## src/rtl/readout_v1_if.sv

```systemverilog
// Bus between the exposure sequencer (master) and the row readout generator (slave).
// trigger_i is a one-cycle start pulse with no ready: it is taken only in IDLE with NUM_ROW != 0, and dropped otherwise.
interface readout_v1_if #(
    parameter int CNT_W = 16
);
    logic             trigger_i;
    logic [CNT_W-1:0] T1;
    logic [CNT_W-1:0] T2;
    logic [CNT_W-1:0] T3;
    logic [CNT_W-1:0] T4;
    logic [CNT_W-1:0] T5;
    logic [CNT_W-1:0] T6;
    logic [9:0]       NUM_ROW;
    logic             re_busy;
    logic [9:0]       ROWADD;
    logic             COL_L_EN;
    logic             COL_PRECH;
    logic             CP_MUX_IN;
    logic             MUX_START;
    logic             PIXRES;
    logic             PH1;
    logic             PGA_RES;
    logic             SAMP_R;
    logic             SAMP_S;
    logic             READ_R;
    logic             READ_S;

    modport master (
        output trigger_i, T1, T2, T3, T4, T5, T6, NUM_ROW,
        input  re_busy, ROWADD, COL_L_EN, COL_PRECH, CP_MUX_IN, MUX_START,
               PIXRES, PH1, PGA_RES, SAMP_R, SAMP_S, READ_R, READ_S
    );

    modport slave (
        input  trigger_i, T1, T2, T3, T4, T5, T6, NUM_ROW,
        output re_busy, ROWADD, COL_L_EN, COL_PRECH, CP_MUX_IN, MUX_START,
               PIXRES, PH1, PGA_RES, SAMP_R, SAMP_S, READ_R, READ_S
    );
endinterface

```

## src/rtl/readout_v1.sv

```systemverilog
// Row-sequential readout timing generator: walks NUM_ROW rows of T1 cycles each and
// drives registered column / pixel / CDS strobes from the in-row cycle counter.
module readout_v1 #(
    parameter int CNT_W = 16
) (
    input  logic          CLK,
    input  logic          rst,
    readout_v1_if.slave   bus,
    output logic [0:0]    dbg_state
);
    localparam logic [0:0] ST_IDLE = 1'b0;
    localparam logic [0:0] ST_READ = 1'b1;

    logic [0:0]       state_q, state_d;
    logic [CNT_W-1:0] c_q, c_d;
    logic [CNT_W-1:0] ph_q, ph_d;
    logic [9:0]       row_q, row_d;
    logic [9:0]       nrow_q, nrow_d;
    logic [CNT_W-1:0] t1_q, t1_d, t2_q, t2_d, t3_q, t3_d;
    logic [CNT_W-1:0] t4_q, t4_d, t5_q, t5_d, t6_q, t6_d;
    logic [10:0]      strb_q, strb_d;

    logic [CNT_W:0]   cw, t2w, t3w, t5w, pix_end, mux_end, ph_inc;
    logic [CNT_W-1:0] cp_len;
    logic             cp_on;

    always_comb begin
        state_d = state_q;
        c_d     = c_q;
        row_d   = row_q;
        nrow_d  = nrow_q;
        t1_d    = t1_q;
        t2_d    = t2_q;
        t3_d    = t3_q;
        t4_d    = t4_q;
        t5_d    = t5_q;
        t6_d    = t6_q;

        case (state_q)
            ST_IDLE: begin
                if (bus.trigger_i && (bus.NUM_ROW != 10'd0)) begin
                    state_d = ST_READ;
                    c_d     = '0;
                    row_d   = '0;
                    nrow_d  = bus.NUM_ROW;
                    t1_d    = (bus.T1 == '0) ? CNT_W'(1) : bus.T1;
                    t2_d    = bus.T2;
                    t3_d    = bus.T3;
                    t4_d    = bus.T4;
                    t5_d    = bus.T5;
                    t6_d    = bus.T6;
                end
            end
            default: begin
                if (c_q == t1_q - CNT_W'(1)) begin
                    c_d = '0;
                    if (row_q == nrow_q - 10'd1) begin
                        state_d = ST_IDLE;
                        row_d   = '0;
                    end else begin
                        row_d = row_q + 10'd1;
                    end
                end else begin
                    c_d = c_q + CNT_W'(1);
                end
            end
        endcase
    end

    // Strobes are computed from the next-cycle counter so they register in step with c.
    always_comb begin
        cw      = {1'b0, c_d};
        t2w     = {1'b0, t2_d};
        t3w     = {1'b0, t3_d};
        t5w     = {1'b0, t5_d};
        pix_end = t2w + {1'b0, t6_d};
        mux_end = t5w + {1'b0, t4_d};
        ph_inc  = {1'b0, ph_q} + (CNT_W+1)'(1);

        // ph tracks (c - T5) mod T6 incrementally instead of dividing.
        if (c_d <= t5_d) begin
            ph_d = '0;
        end else if (ph_inc >= {1'b0, t6_d}) begin
            ph_d = '0;
        end else begin
            ph_d = ph_inc[CNT_W-1:0];
        end

        cp_len = ((t6_d >> 1) == '0) ? CNT_W'(1) : (t6_d >> 1);
        if (t6_d == '0) begin
            cp_on = (c_d == t5_d);
        end else begin
            cp_on = (c_d >= t5_d) && (ph_d < cp_len);
        end

        strb_d = '0;
        if (state_d == ST_READ) begin
            strb_d[10] = (cw < t2w);                        // COL_L_EN
            strb_d[9]  = (cw < t3w);                        // COL_PRECH
            strb_d[8]  = cp_on;                             // CP_MUX_IN
            strb_d[7]  = (cw >= t5w) && (cw < mux_end);     // MUX_START
            strb_d[6]  = (cw >= t2w) && (cw < pix_end);     // PIXRES
            strb_d[5]  = (cw >= t3w) && (cw < t2w);         // PH1
            strb_d[4]  = (cw < t3w);                        // PGA_RES
            strb_d[3]  = (cw >= pix_end);                   // SAMP_R
            strb_d[2]  = (cw >= t3w) && (cw < t2w);         // SAMP_S
            strb_d[1]  = (cw >= t2w);                       // READ_R
            strb_d[0]  = (cw >= t5w) && (cw < t2w);         // READ_S
        end
    end

    always_ff @(posedge CLK or negedge rst) begin
        if (!rst) begin
            state_q <= ST_IDLE;
            c_q     <= '0;
            ph_q    <= '0;
            row_q   <= '0;
            nrow_q  <= '0;
            t1_q    <= '0;
            t2_q    <= '0;
            t3_q    <= '0;
            t4_q    <= '0;
            t5_q    <= '0;
            t6_q    <= '0;
            strb_q  <= '0;
        end else begin
            state_q <= state_d;
            c_q     <= c_d;
            ph_q    <= ph_d;
            row_q   <= row_d;
            nrow_q  <= nrow_d;
            t1_q    <= t1_d;
            t2_q    <= t2_d;
            t3_q    <= t3_d;
            t4_q    <= t4_d;
            t5_q    <= t5_d;
            t6_q    <= t6_d;
            strb_q  <= strb_d;
        end
    end

    assign dbg_state     = state_q;
    assign bus.re_busy   = (state_q == ST_READ);
    assign bus.ROWADD    = row_q;
    assign bus.COL_L_EN  = strb_q[10];
    assign bus.COL_PRECH = strb_q[9];
    assign bus.CP_MUX_IN = strb_q[8];
    assign bus.MUX_START = strb_q[7];
    assign bus.PIXRES    = strb_q[6];
    assign bus.PH1       = strb_q[5];
    assign bus.PGA_RES   = strb_q[4];
    assign bus.SAMP_R    = strb_q[3];
    assign bus.SAMP_S    = strb_q[2];
    assign bus.READ_R    = strb_q[1];
    assign bus.READ_S    = strb_q[0];
endmodule

```

## src/flat_wrapper.sv

```systemverilog
// flat-port wrapper written by rule: the top's interface ports become plain ports
module readout_v1_flat 
#(
    parameter int CNT_W = 16
)
  (CLK, rst, dbg_state, bus_trigger_i, bus_T1, bus_T2, bus_T3, bus_T4, bus_T5, bus_T6, bus_NUM_ROW, bus_re_busy, bus_ROWADD, bus_COL_L_EN, bus_COL_PRECH, bus_CP_MUX_IN, bus_MUX_START, bus_PIXRES, bus_PH1, bus_PGA_RES, bus_SAMP_R, bus_SAMP_S, bus_READ_R, bus_READ_S);
  readout_v1_if #(.CNT_W(CNT_W)) bus_i ();
  input  logic CLK;
  input  logic rst;
  output logic [0:0] dbg_state;
  input wire logic [$bits(bus_i.trigger_i)-1:0] bus_trigger_i;
  input wire logic [$bits(bus_i.T1)-1:0] bus_T1;
  input wire logic [$bits(bus_i.T2)-1:0] bus_T2;
  input wire logic [$bits(bus_i.T3)-1:0] bus_T3;
  input wire logic [$bits(bus_i.T4)-1:0] bus_T4;
  input wire logic [$bits(bus_i.T5)-1:0] bus_T5;
  input wire logic [$bits(bus_i.T6)-1:0] bus_T6;
  input wire logic [$bits(bus_i.NUM_ROW)-1:0] bus_NUM_ROW;
  output wire logic [$bits(bus_i.re_busy)-1:0] bus_re_busy;
  output wire logic [$bits(bus_i.ROWADD)-1:0] bus_ROWADD;
  output wire logic [$bits(bus_i.COL_L_EN)-1:0] bus_COL_L_EN;
  output wire logic [$bits(bus_i.COL_PRECH)-1:0] bus_COL_PRECH;
  output wire logic [$bits(bus_i.CP_MUX_IN)-1:0] bus_CP_MUX_IN;
  output wire logic [$bits(bus_i.MUX_START)-1:0] bus_MUX_START;
  output wire logic [$bits(bus_i.PIXRES)-1:0] bus_PIXRES;
  output wire logic [$bits(bus_i.PH1)-1:0] bus_PH1;
  output wire logic [$bits(bus_i.PGA_RES)-1:0] bus_PGA_RES;
  output wire logic [$bits(bus_i.SAMP_R)-1:0] bus_SAMP_R;
  output wire logic [$bits(bus_i.SAMP_S)-1:0] bus_SAMP_S;
  output wire logic [$bits(bus_i.READ_R)-1:0] bus_READ_R;
  output wire logic [$bits(bus_i.READ_S)-1:0] bus_READ_S;
  assign bus_i.trigger_i = bus_trigger_i;
  assign bus_i.T1 = bus_T1;
  assign bus_i.T2 = bus_T2;
  assign bus_i.T3 = bus_T3;
  assign bus_i.T4 = bus_T4;
  assign bus_i.T5 = bus_T5;
  assign bus_i.T6 = bus_T6;
  assign bus_i.NUM_ROW = bus_NUM_ROW;
  assign bus_re_busy = bus_i.re_busy;
  assign bus_ROWADD = bus_i.ROWADD;
  assign bus_COL_L_EN = bus_i.COL_L_EN;
  assign bus_COL_PRECH = bus_i.COL_PRECH;
  assign bus_CP_MUX_IN = bus_i.CP_MUX_IN;
  assign bus_MUX_START = bus_i.MUX_START;
  assign bus_PIXRES = bus_i.PIXRES;
  assign bus_PH1 = bus_i.PH1;
  assign bus_PGA_RES = bus_i.PGA_RES;
  assign bus_SAMP_R = bus_i.SAMP_R;
  assign bus_SAMP_S = bus_i.SAMP_S;
  assign bus_READ_R = bus_i.READ_R;
  assign bus_READ_S = bus_i.READ_S;
  readout_v1 #(.CNT_W(CNT_W)) u_core (.CLK(CLK), .rst(rst), .bus(bus_i), .dbg_state(dbg_state));
endmodule
```

## config.mk

```make
export PLATFORM = sky130hd
export DESIGN_NAME = readout_v1_flat
export DESIGN_NICKNAME = d
export VERILOG_FILES = /design/src/rtl/readout_v1_if.sv /design/src/rtl/readout_v1.sv /design/src/flat_wrapper.sv
export SDC_FILE = /design/constraint.sdc
export NUM_CORES = 1
export LEC_CHECK = 0
export BUFFER_PORTS_ARGS = -buffer_cell sky130_fd_sc_hd__buf_2
export CAP_MARGIN = 20
export CORE_MARGIN = 1.5
export CORE_UTILIZATION = 46
export CTS_BUF_LIST = sky130_fd_sc_hd__clkbuf_16
export CTS_CLUSTER_DIAMETER = 40
export DETAILED_ROUTE_END_ITERATION = 16
export PLACE_DENSITY = 0.65
export SYNTH_ARGS = -nofsm -noshare
export SYNTH_HDL_FRONTEND = slang
export SYNTH_SLANG_ARGS = --single-unit
export TNS_END_PERCENT = 10
```

## constraint.sdc

```tcl
create_clock -name CLK -period 8.6 [get_ports CLK]
set_input_delay 0 -clock CLK [delete_from_list [all_inputs] [get_ports CLK]]
set_output_delay 0 -clock CLK [all_outputs]
set_load 0.02 [all_outputs]
```

==> results by group, run 1 <==
Clock tree
  • CTS tree: done
  • # Post-CTS Setup Buffers: 0
  • Post-CTS Hold Fix Bufs: 107
  • Root Buffer: clkbuf_16
  • Clock H-tree levels: 4
  • CTS Sinks: 158
  • Max Buffers Root-to-Sink: 2
  • Clock Latency Late Sink: 0.44 ns
  • Num CTS Buffers: 17
  • CTS clock-pin slew for the worst setup and hold paths: 0.07 ns
  • # resized after CTS: 0

Routing
  • Via/cell ratio: 5.586
  • Via Count: 9714
  • # DRC: 0
  • Drt pass-1 iters: 5
  • WL per Instance: 18.07 um
  • Iter 0 DRT Violations: 640
  • Total Routed Length: 31430 um
  • ANT nets after route: 0

Critical path
  • Slowest Stage Delay on Critical Path: 0.84 ns
  • R2r setup slk: 1.50 ns
  • Startpoint Class: register
  • Reg-to-Reg Start: u_core.t1_q[8]
  • Worst Path Max Fanout: 18
  • Crit-path cells: or4_1, or4_4, or4_4, a221oi_2, nand4_1, or2b_1, nor2_1, ha_1, nand4_1, a211oi_1, a21o_1, or4b_2, nor2b_1, ha_1, a21oi_1, nor2b_1, o21ai_0, nand2b_1, a211oi_1, o221ai_1, a211o_1, a31oi_1
  • CP Capture Point: u_core.strb_q[8]
  • Crit path kind: reg2reg
  • Worst path arrival time: 7.45 ns
  • Crit path capture type: register
  • Worst r2r path cells: 22
  • Worst path slowest cell: or4b_2
  • Required @ worst endpoint: 8.96 ns
  • Reg-to-reg endpoint: u_core.strb_q[8]
  • Setup crit start: u_core.t1_q[8]

Timing
  • Min Tclk post-route: 7.096 ns
  • Setup TNS: 0 ns
  • Final setup violation count: 0
  • Slew Limit Headroom: 34.28%
  • Hold Vio Cnt, Final: 0
  • Final period utilization: 82.51%
  • Max Clk Rate: 0.1409 GHz
  • Worst Clk Skew: 0.009439 ns
  • Final slew viol count: 0
  • Tightest Pin Transition: 0.9858 ns
  • RSZ-0062 raised after global routing: no

Finish
  • # diodes: 0
  • Area Overhead vs Synth: 23.85%
  • Nets: 1658
  • Core Util, Final: 58.07%
  • Final instance area: 14120 um2
  • Layout cells sized above 1: 16.04%

Global routing
  • Initial antenna violation count: 0
  • Gr ovfl total: 0
  • Total Routing Usage GR: 24.91%
  • Largest net degree at the start of global routing: 82
  • First-pass GRT wire length: 50030 um
  • Vias in the first global route: 9504

Logic synthesis
  • Syn Nets: 1419
  • Number of enable flip-flop cells after synthesis: 0
  • FF+latch count, synth: 158
  • Synth async-reset ratio: 100.0%
  • Synthesized area per cell: 9.805 um2
  • Sequential fraction of the synthesis area: 34.67%
  • Syn Inst Count: 1163
  • Mapped Area: 11400 um2
  • Distinct cell type count after synthesis: 70
  • Yosys Warn Count: 0
  • Ys flop type: dfrtp_1

Floorplan
  • Total core area: 24320 um2
  • Die height: 160.5 um
  • Die Area: 25740 um2
  • Core Rows: 57
  • Die W: 160.5 um
  • Initial Utilization: 46.89%
  • I/O Pins: 132

Pwr
  • Worst VDD drop: 0.0001243 V
  • Static leakage: 6.870 nW
  • Power Total: 2.826 mW
  • Pwr dens: 200.1 nW/um2

Outcome
  • Status: finished clean

Worst hold path
  • Hold WC Path Type: in2async

Place
  • Dpl hpwl: 23350 um
  • Port Buf Inserts: 131
  • Placer Congestion: 0.9113
  • Placed instance area: 12430 um2

Run
  • Max Cap Violations: 0
## layout by cell type (no fill, tap or decap), drive strengths merged, types with 4 or more instances in the layout
master / count
dfrtp: 158
ha: 145
buf: 141
dlygate4sd3: 107
inv: 100
mux2i: 79
nor2: 60
nand2: 54
a21oi: 48
o21ai: 43
mux2: 42
xor2: 39
xnor2: 36
nand4: 31
nand3: 30
a21o: 28
nor3: 27
nor2b: 24
nor4: 18
clkbuf: 17
nand2b: 15
and3: 14
a211oi: 13
o21a: 13
a31oi: 10
nor3b: 8
o22ai: 8
or3: 8
or4: 7
a211o: 6
o41ai: 5
o221ai: 5
o21bai: 5
clkinv: 5
nand3b: 4
o31ai: 4
o211ai: 4
bufinv: 4
## area by class of cell
type	instances	area (um2)
inverters	96	360.3
flip-flops and latches	158	3954
clock inverters	15	195.2
clock buffers	17	425.4
fillers	2098	10200
repair buffers	248	1808
well taps	324	405.4
multi-input cells	881	6975
## sequential cells by signal (all words and copies together) (netlist names), 9 cells and up
name and flops:
u_core.strb_q 9, u_core.t5_q 16, u_core.t3_q 16, u_core.t4_q 16
u_core.t2_q 16, u_core.ph_q 16, u_core.bus.ROWADD 10, u_core.c_q 16
u_core.t1_q 16, u_core.nrow_q 10, u_core.t6_q 16
## logic make-up (layout without fill, tap and decap cells)
group           after synthesis  after routing  share of synthesized area (%)
xor+xnor                     76             76                          5.969
simple gates                317            317                          14.86
mux                         121            121                          11.08
flops                       158            158                          34.67
buf+inv                     124            376                          4.224
compound gates              220            220                          12.94
fa+ha+maj                   147            147                          16.26
## critical path: cells and delay by family, from the launching register on
family	cells	cell delay (ns)
and+or+nand+nor	11	4.00
AOI/OAI and AO/OA	9	1.88
adders and majority gates	2	0.67
DFF	1	0.46
## how the worst min path moves through the flow
stage,start,endpoint,slack [ns],depth (start not counted)
floorplan,rst,u_core.bus.ROWADD[0],-0.30,0
global placement,rst,u_core.t3_q[5],0.11,1
detailed placement,rst,u_core.bus.ROWADD[3],0.10,1
CTS,rst,u_core.t3_q[5],0.24,2
global route,rst,u_core.bus.ROWADD[4],0.28,2
finish,rst,u_core.bus.ROWADD[4],0.20,2
## per-stage QoR
| stage | hold WS [ns] | setup slack, ns | std cells |
|---|---|---|---|
| final | 0.1974 | 1.504 | 1739 |
| after global routing | 0.2754 | 1.037 | 1739 |
| after CTS | 0.2417 | 1.511 | 1739 |
| after detailed placement | 0.1046 | 1.538 | 1600 |
| after global placement | 0.1125 | 1.686 | 1600 |
| after floorplan | -0.2956 | 2.363 | 1163 |
## report_power, final
group	switching, mW	internal, mW	leakage [nW]
combinational	0.613	0.481	4.58
clock	0.329	0.485	0.304
sequential	0.0864	0.831	1.99
total	1.03	1.80	6.87
## routing by layer
layer / routed length (um) / up-vias / global-route usage [%]
li1: - / 4727 / -
met3: 1584 / 51 / 3.512
met5: 0 / - / 0
met2: 14600 / 305 / 41.01
met1: 14510 / 4631 / 33.70
met4: 733 / 0 / 8.411
## Yosys cell counts (all sizes together) (8+ instances only)
cell type	n	share of area [%]
nand2b	15	0.82
ha	145	16
buf	14	0.60
o21ai	43	1.9
xnor2	36	2.8
o22ai	8	0.44
inv	96	3.2
nand3	30	1.3
and3	14	0.77
nor2b	24	1.3
or3	8	0.45
xor2	39	3.0
a211oi	13	0.86
nand4	31	1.7
nor4	18	0.99
a31oi	10	0.55
dfrtp	158	35
nor3	27	1.2
mux2	42	4.1
nor3b	8	0.53
nor2	60	2.0
o21a	13	0.86
mux2i	79	6.9
a21o	28	1.8
clkbuf	14	0.46
nand2	54	1.8
a21oi	48	2.1
(Power assumes the default switching activity.)
==> inputs of run 2 (changes only) <==
--- a/config.mk
+++ b/config.mk
@@ -5,6 +5,7 @@
 export SDC_FILE = /design/constraint.sdc
 export NUM_CORES = 1
 export LEC_CHECK = 0
+export ABC_AREA = 1
 export BUFFER_PORTS_ARGS = -buffer_cell sky130_fd_sc_hd__buf_2
 export CAP_MARGIN = 20
 export CORE_MARGIN = 1.5
@@ -12,7 +13,7 @@
 export CTS_BUF_LIST = sky130_fd_sc_hd__clkbuf_16
 export CTS_CLUSTER_DIAMETER = 40
 export DETAILED_ROUTE_END_ITERATION = 16
-export PLACE_DENSITY = 0.65
+export PLACE_DENSITY = 0.68
 export SYNTH_ARGS = -nofsm -noshare
 export SYNTH_HDL_FRONTEND = slang
 export SYNTH_SLANG_ARGS = --single-unit
==> constraint.sdc (replaced) <==
create_clock -name CLK -period 6.2 [get_ports CLK]
set_input_delay 0 -clock CLK [delete_from_list [all_inputs] [get_ports CLK]]
set_output_delay 0 -clock CLK [all_outputs]
set_load 0.02 [all_outputs]
==> run 2 against run 1 <==
Compared with the run above: critical path depth grew 9; critical endpoint unchanged; sequential power is 37% higher; critical path type unchanged; core utilization is 2.3 points lower; die area is 2.7% higher; clock power up 24%; first-iteration DRC count is 4.4% higher; largest cell class unchanged; routed wire length up 1.6%.
==> results by group, run 2 <==
Outcome
  • Status: finished clean (unchanged)

Finish
  • Layout cells sized above 1: 15.08% (was 16.04%)
  • Area Overhead vs Synth: 19.40% (was 23.85%)
  • Most frequent cells in the layout: 342 x nand2_1, 201 x inv_1, 158 x dfrtp_1 (was 158 x dfrtp_1, 145 x ha_1, 130 x buf_2)
  • Final instance area: 13990 um2 (was 14120 um2)
  • Cell Count, Final, Fillers Out: 2047 (was 1739)
  • Multi-input logic area: 6804 um2 (was 6975 um2)
  • Fillers: 2369 (was 2098)
  • Most common cell after layout, fill and taps aside: nand2_1 (was dfrtp_1)
  • Nets: 1962 (was 1658)
  • # diodes: 0 (unchanged)
  • Core Util, Final: 55.73% (was 58.07%)
  • Register area: 3954 um2 (unchanged)

Floorplan
  • Core Rows: 58 (was 57)
  • Die W: 162.6 um (was 160.5 um)
  • Initial Utilization: 46.68% (was 46.89%)
  • Die Area: 26450 um2 (was 25740 um2)
  • I/O Pins: 132 (unchanged)
  • Die height: 162.6 um (was 160.5 um)
  • Total core area: 25110 um2 (was 24320 um2)

Global routing
  • Initial antenna violation count: 0 (unchanged)
  • Total Routing Usage GR: 24.82% (was 24.91%)
  • Met3 usage in global routing: 2.903% (was 3.512%)
  • Met2 Usage GRT: 41.90% (was 41.01%)
  • Gr ovfl total: 0 (unchanged)
  • Met1 GRT Util: 33.87% (was 33.70%)
  • Most used routing layer: met2 (unchanged)
  • Largest net degree at the start of global routing: 104 (was 82)
  • First-pass GRT wire length: 51140 um (was 50030 um)
  • Vias in the first global route: 10144 (was 9504)

Logic synthesis
  • Number of enable flip-flop cells after synthesis: 0 (unchanged)
  • Synth top area share: 33.74% (was 34.67%)
  • Area contributors post-synth: dfrtp_1 34%, ha_1 15%, nand2_1 11% (was dfrtp_1 35%, ha_1 16%, mux2i_1 6.9%)
  • Sequential fraction of the synthesis area: 33.74% (was 34.67%)
  • FF+latch count, synth: 158 (unchanged)
  • Distinct cell type count after synthesis: 58 (was 70)
  • Yosys Warn Count: 0 (unchanged)
  • Mapped Area: 11720 um2 (was 11400 um2)
  • Synthesized area per cell: 7.777 um2 (was 9.805 um2)
  • Syn Inst Count: 1507 (was 1163)
  • Syn Nets: 1763 (was 1419)
  • Synth async-reset ratio: 100.0% (unchanged)
  • Area leader, netlist: dfrtp_1 (unchanged)
  • Most common cell in the netlist: nand2_1 (was dfrtp_1)
  • Ys flop type: dfrtp_1 (unchanged)
  • Post-synth top cells: 342 x nand2_1, 200 x inv_1, 158 x dfrtp_1 (was 158 x dfrtp_1, 145 x ha_1, 96 x inv_1)

Critical path
  • Startpoint Class: register (unchanged)
  • Required @ worst endpoint: 6.55 ns (was 8.96 ns)
  • Slowest Stage Delay on Critical Path: 0.69 ns (was 0.84 ns)
  • R2r setup slk: 0.84 ns (was 1.50 ns)
  • Top cell by count, worst path: nand2_1
  • Reg-to-Reg Start: u_core.t1_q[0] (was u_core.t1_q[8])
  • Worst path slowest cell: nor2_1 (was or4b_2)
  • Crit path capture type: register (unchanged)
  • Worst r2r path cells: 31 (was 22)
  • Crit path kind: reg2reg (unchanged)
  • Reg-to-reg endpoint: u_core.strb_q[8] (unchanged)
  • Worst path arrival time: 5.71 ns (was 7.45 ns)
  • Worst Path Max Fanout: 17 (was 18)

Worst hold path
  • Hold Path Sink: u_core.t2_q[6]
  • Hold WC Path Type: in2reg (was in2async)
  • Hold Crit Start: bus_T2[6]
  • Hold path depth: 4

Routing
  • Via Count: 10528 (was 9714)
  • Drt pass-1 iters: 5 (unchanged)
  • Iter 0 DRT Violations: 668 (was 640)
  • Via/cell ratio: 5.143 (was 5.586)
  • ANT nets after route: 0 (unchanged)
  • Total Routed Length: 31920 um (was 31430 um)
  • WL per Instance: 15.60 um (was 18.07 um)
  • # DRC: 0 (unchanged)

Place
  • Port Buf Inserts: 131 (unchanged)
  • Placer Congestion: 0.9118 (was 0.9113)
  • Placed insts: 1947 (was 1600)
  • Placed instance area: 12720 um2 (was 12430 um2)
  • Dpl hpwl: 24190 um (was 23350 um)

Timing
  • Final period utilization: 86.37% (was 82.51%)
  • Final setup violation count: 0 (unchanged)
  • Final slew viol count: 0 (unchanged)
  • Setup TNS: 0 ns (unchanged)
  • RSZ-0062 raised after global routing: no (unchanged)
  • Worst Clk Skew: 0.01027 ns (was 0.009439 ns)
  • Min Tclk post-route: 5.355 ns (was 7.096 ns)
  • Hold Vio Cnt, Final: 0 (unchanged)
  • Slew Limit Headroom: 48.30% (was 34.28%)
  • Tightest Pin Transition: 0.7726 ns (was 0.9858 ns)
  • Max Clk Rate: 0.1867 GHz (was 0.1409 GHz)

Clock tree
  • CTS clock-pin slew for the worst setup and hold paths: 0.06 ns (was 0.07 ns)
  • Num CTS Buffers: 17 (unchanged)
  • CTS tree: done (unchanged)
  • CTS Sinks: 158 (unchanged)
  • Max Buffers Root-to-Sink: 2 (unchanged)
  • Clock H-tree levels: 4 (unchanged)
  • Root Buffer: clkbuf_16 (unchanged)
  • Clock Latency Late Sink: 0.43 ns (was 0.44 ns)

Run
  • Max Cap Violations: 0 (unchanged)

Pwr
  • Power Total: 3.920 mW (was 2.826 mW)
  • Pwr dens: 280.1 nW/um2 (was 200.1 nW/um2)
  • Worst VDD drop: 0.0001839 V (was 0.0001243 V)
  • Static leakage: 7.307 nW (was 6.870 nW)
-- run 2: metal layers --
metal	vias to the layer above	share of wire, %
met2	203	47
met1	4957	47
met3	28	4.0
li1	5340	-
met4	0	1.4
met5	-	0
-- run 2: report_power, final --
group / switching (mW) / internal (mW) / total [mW]
Combinational: 1.01 / 0.645 / 1.65
Sequential: 0.103 / 1.16 / 1.26
Clock: 0.425 / 0.583 / 1.01
Total: 1.53 / 2.39 / 3.92
-- run 2: cell families (layout without fill, tap and decap cells) --
group           count (synthesis)  count (layout)  synth area share [%]
compound gates                217             217                 10.67
simple gates                  657             657                 25.21
fa+ha+maj                     147             147                 15.82
flops                         158             158                 33.74
mux                             1               1               0.08541
buf+inv                       243             453                 8.210
xor+xnor                       84              84                 6.277
-- run 2: metrics by stage --
step	hold WS, ns	setup slack, ns
floorplan	-0.2956	1.503
global placement	0.05602	1.072
detailed placement	0.06598	0.9499
CTS	0.006328	0.8739
global route	0.03381	0.2056
finish	0.01158	0.8449
-- run 2: worst max-delay path, delay by kind of cell (launching register included) --
kind	cells	cell delay, ns
AND/OR/NAND/NOR	23	3.44
buffers and inverters	1	0.08
flip-flops	1	0.40
AO/OA/AOI/OAI	4	0.57
adder cells (fa/ha/maj)	3	0.75
-- run 2: worst max path at each step --
| stage | startpoint | endpoint | slack, ns | cells past startpoint |
|---|---|---|---|---|
| after floorplan | u_core.bus.re_busy | u_core.strb_q[3] | 1.50 | 31 |
| after global placement | u_core.c_q[0] | u_core.strb_q[8] | 1.07 | 30 |
| after detailed placement | u_core.t1_q[0] | u_core.strb_q[8] | 0.95 | 32 |
| after CTS | u_core.c_q[0] | u_core.strb_q[8] | 0.87 | 29 |
| after global routing | u_core.t1_q[0] | u_core.strb_q[8] | 0.21 | 31 |
| final | u_core.t1_q[0] | u_core.strb_q[8] | 0.84 | 31 |
-- run 2: area by class of cell --
class                      instances  share of cell area (%)
inverter                         210                   5.633
timing repair buffer             213                   10.60
multi-input combinational       1106                   48.62
tap                              330                   2.951
clock buffer                      17                   3.040
sequential                       158                   28.25
clock inverter                    13                  0.9031
-- run 2: timing repair --
action	CTS	global route
hold buffers	69	0
hold endpoints to repair	140	0
gates resized for setup	0	0
setup buffers	0	0
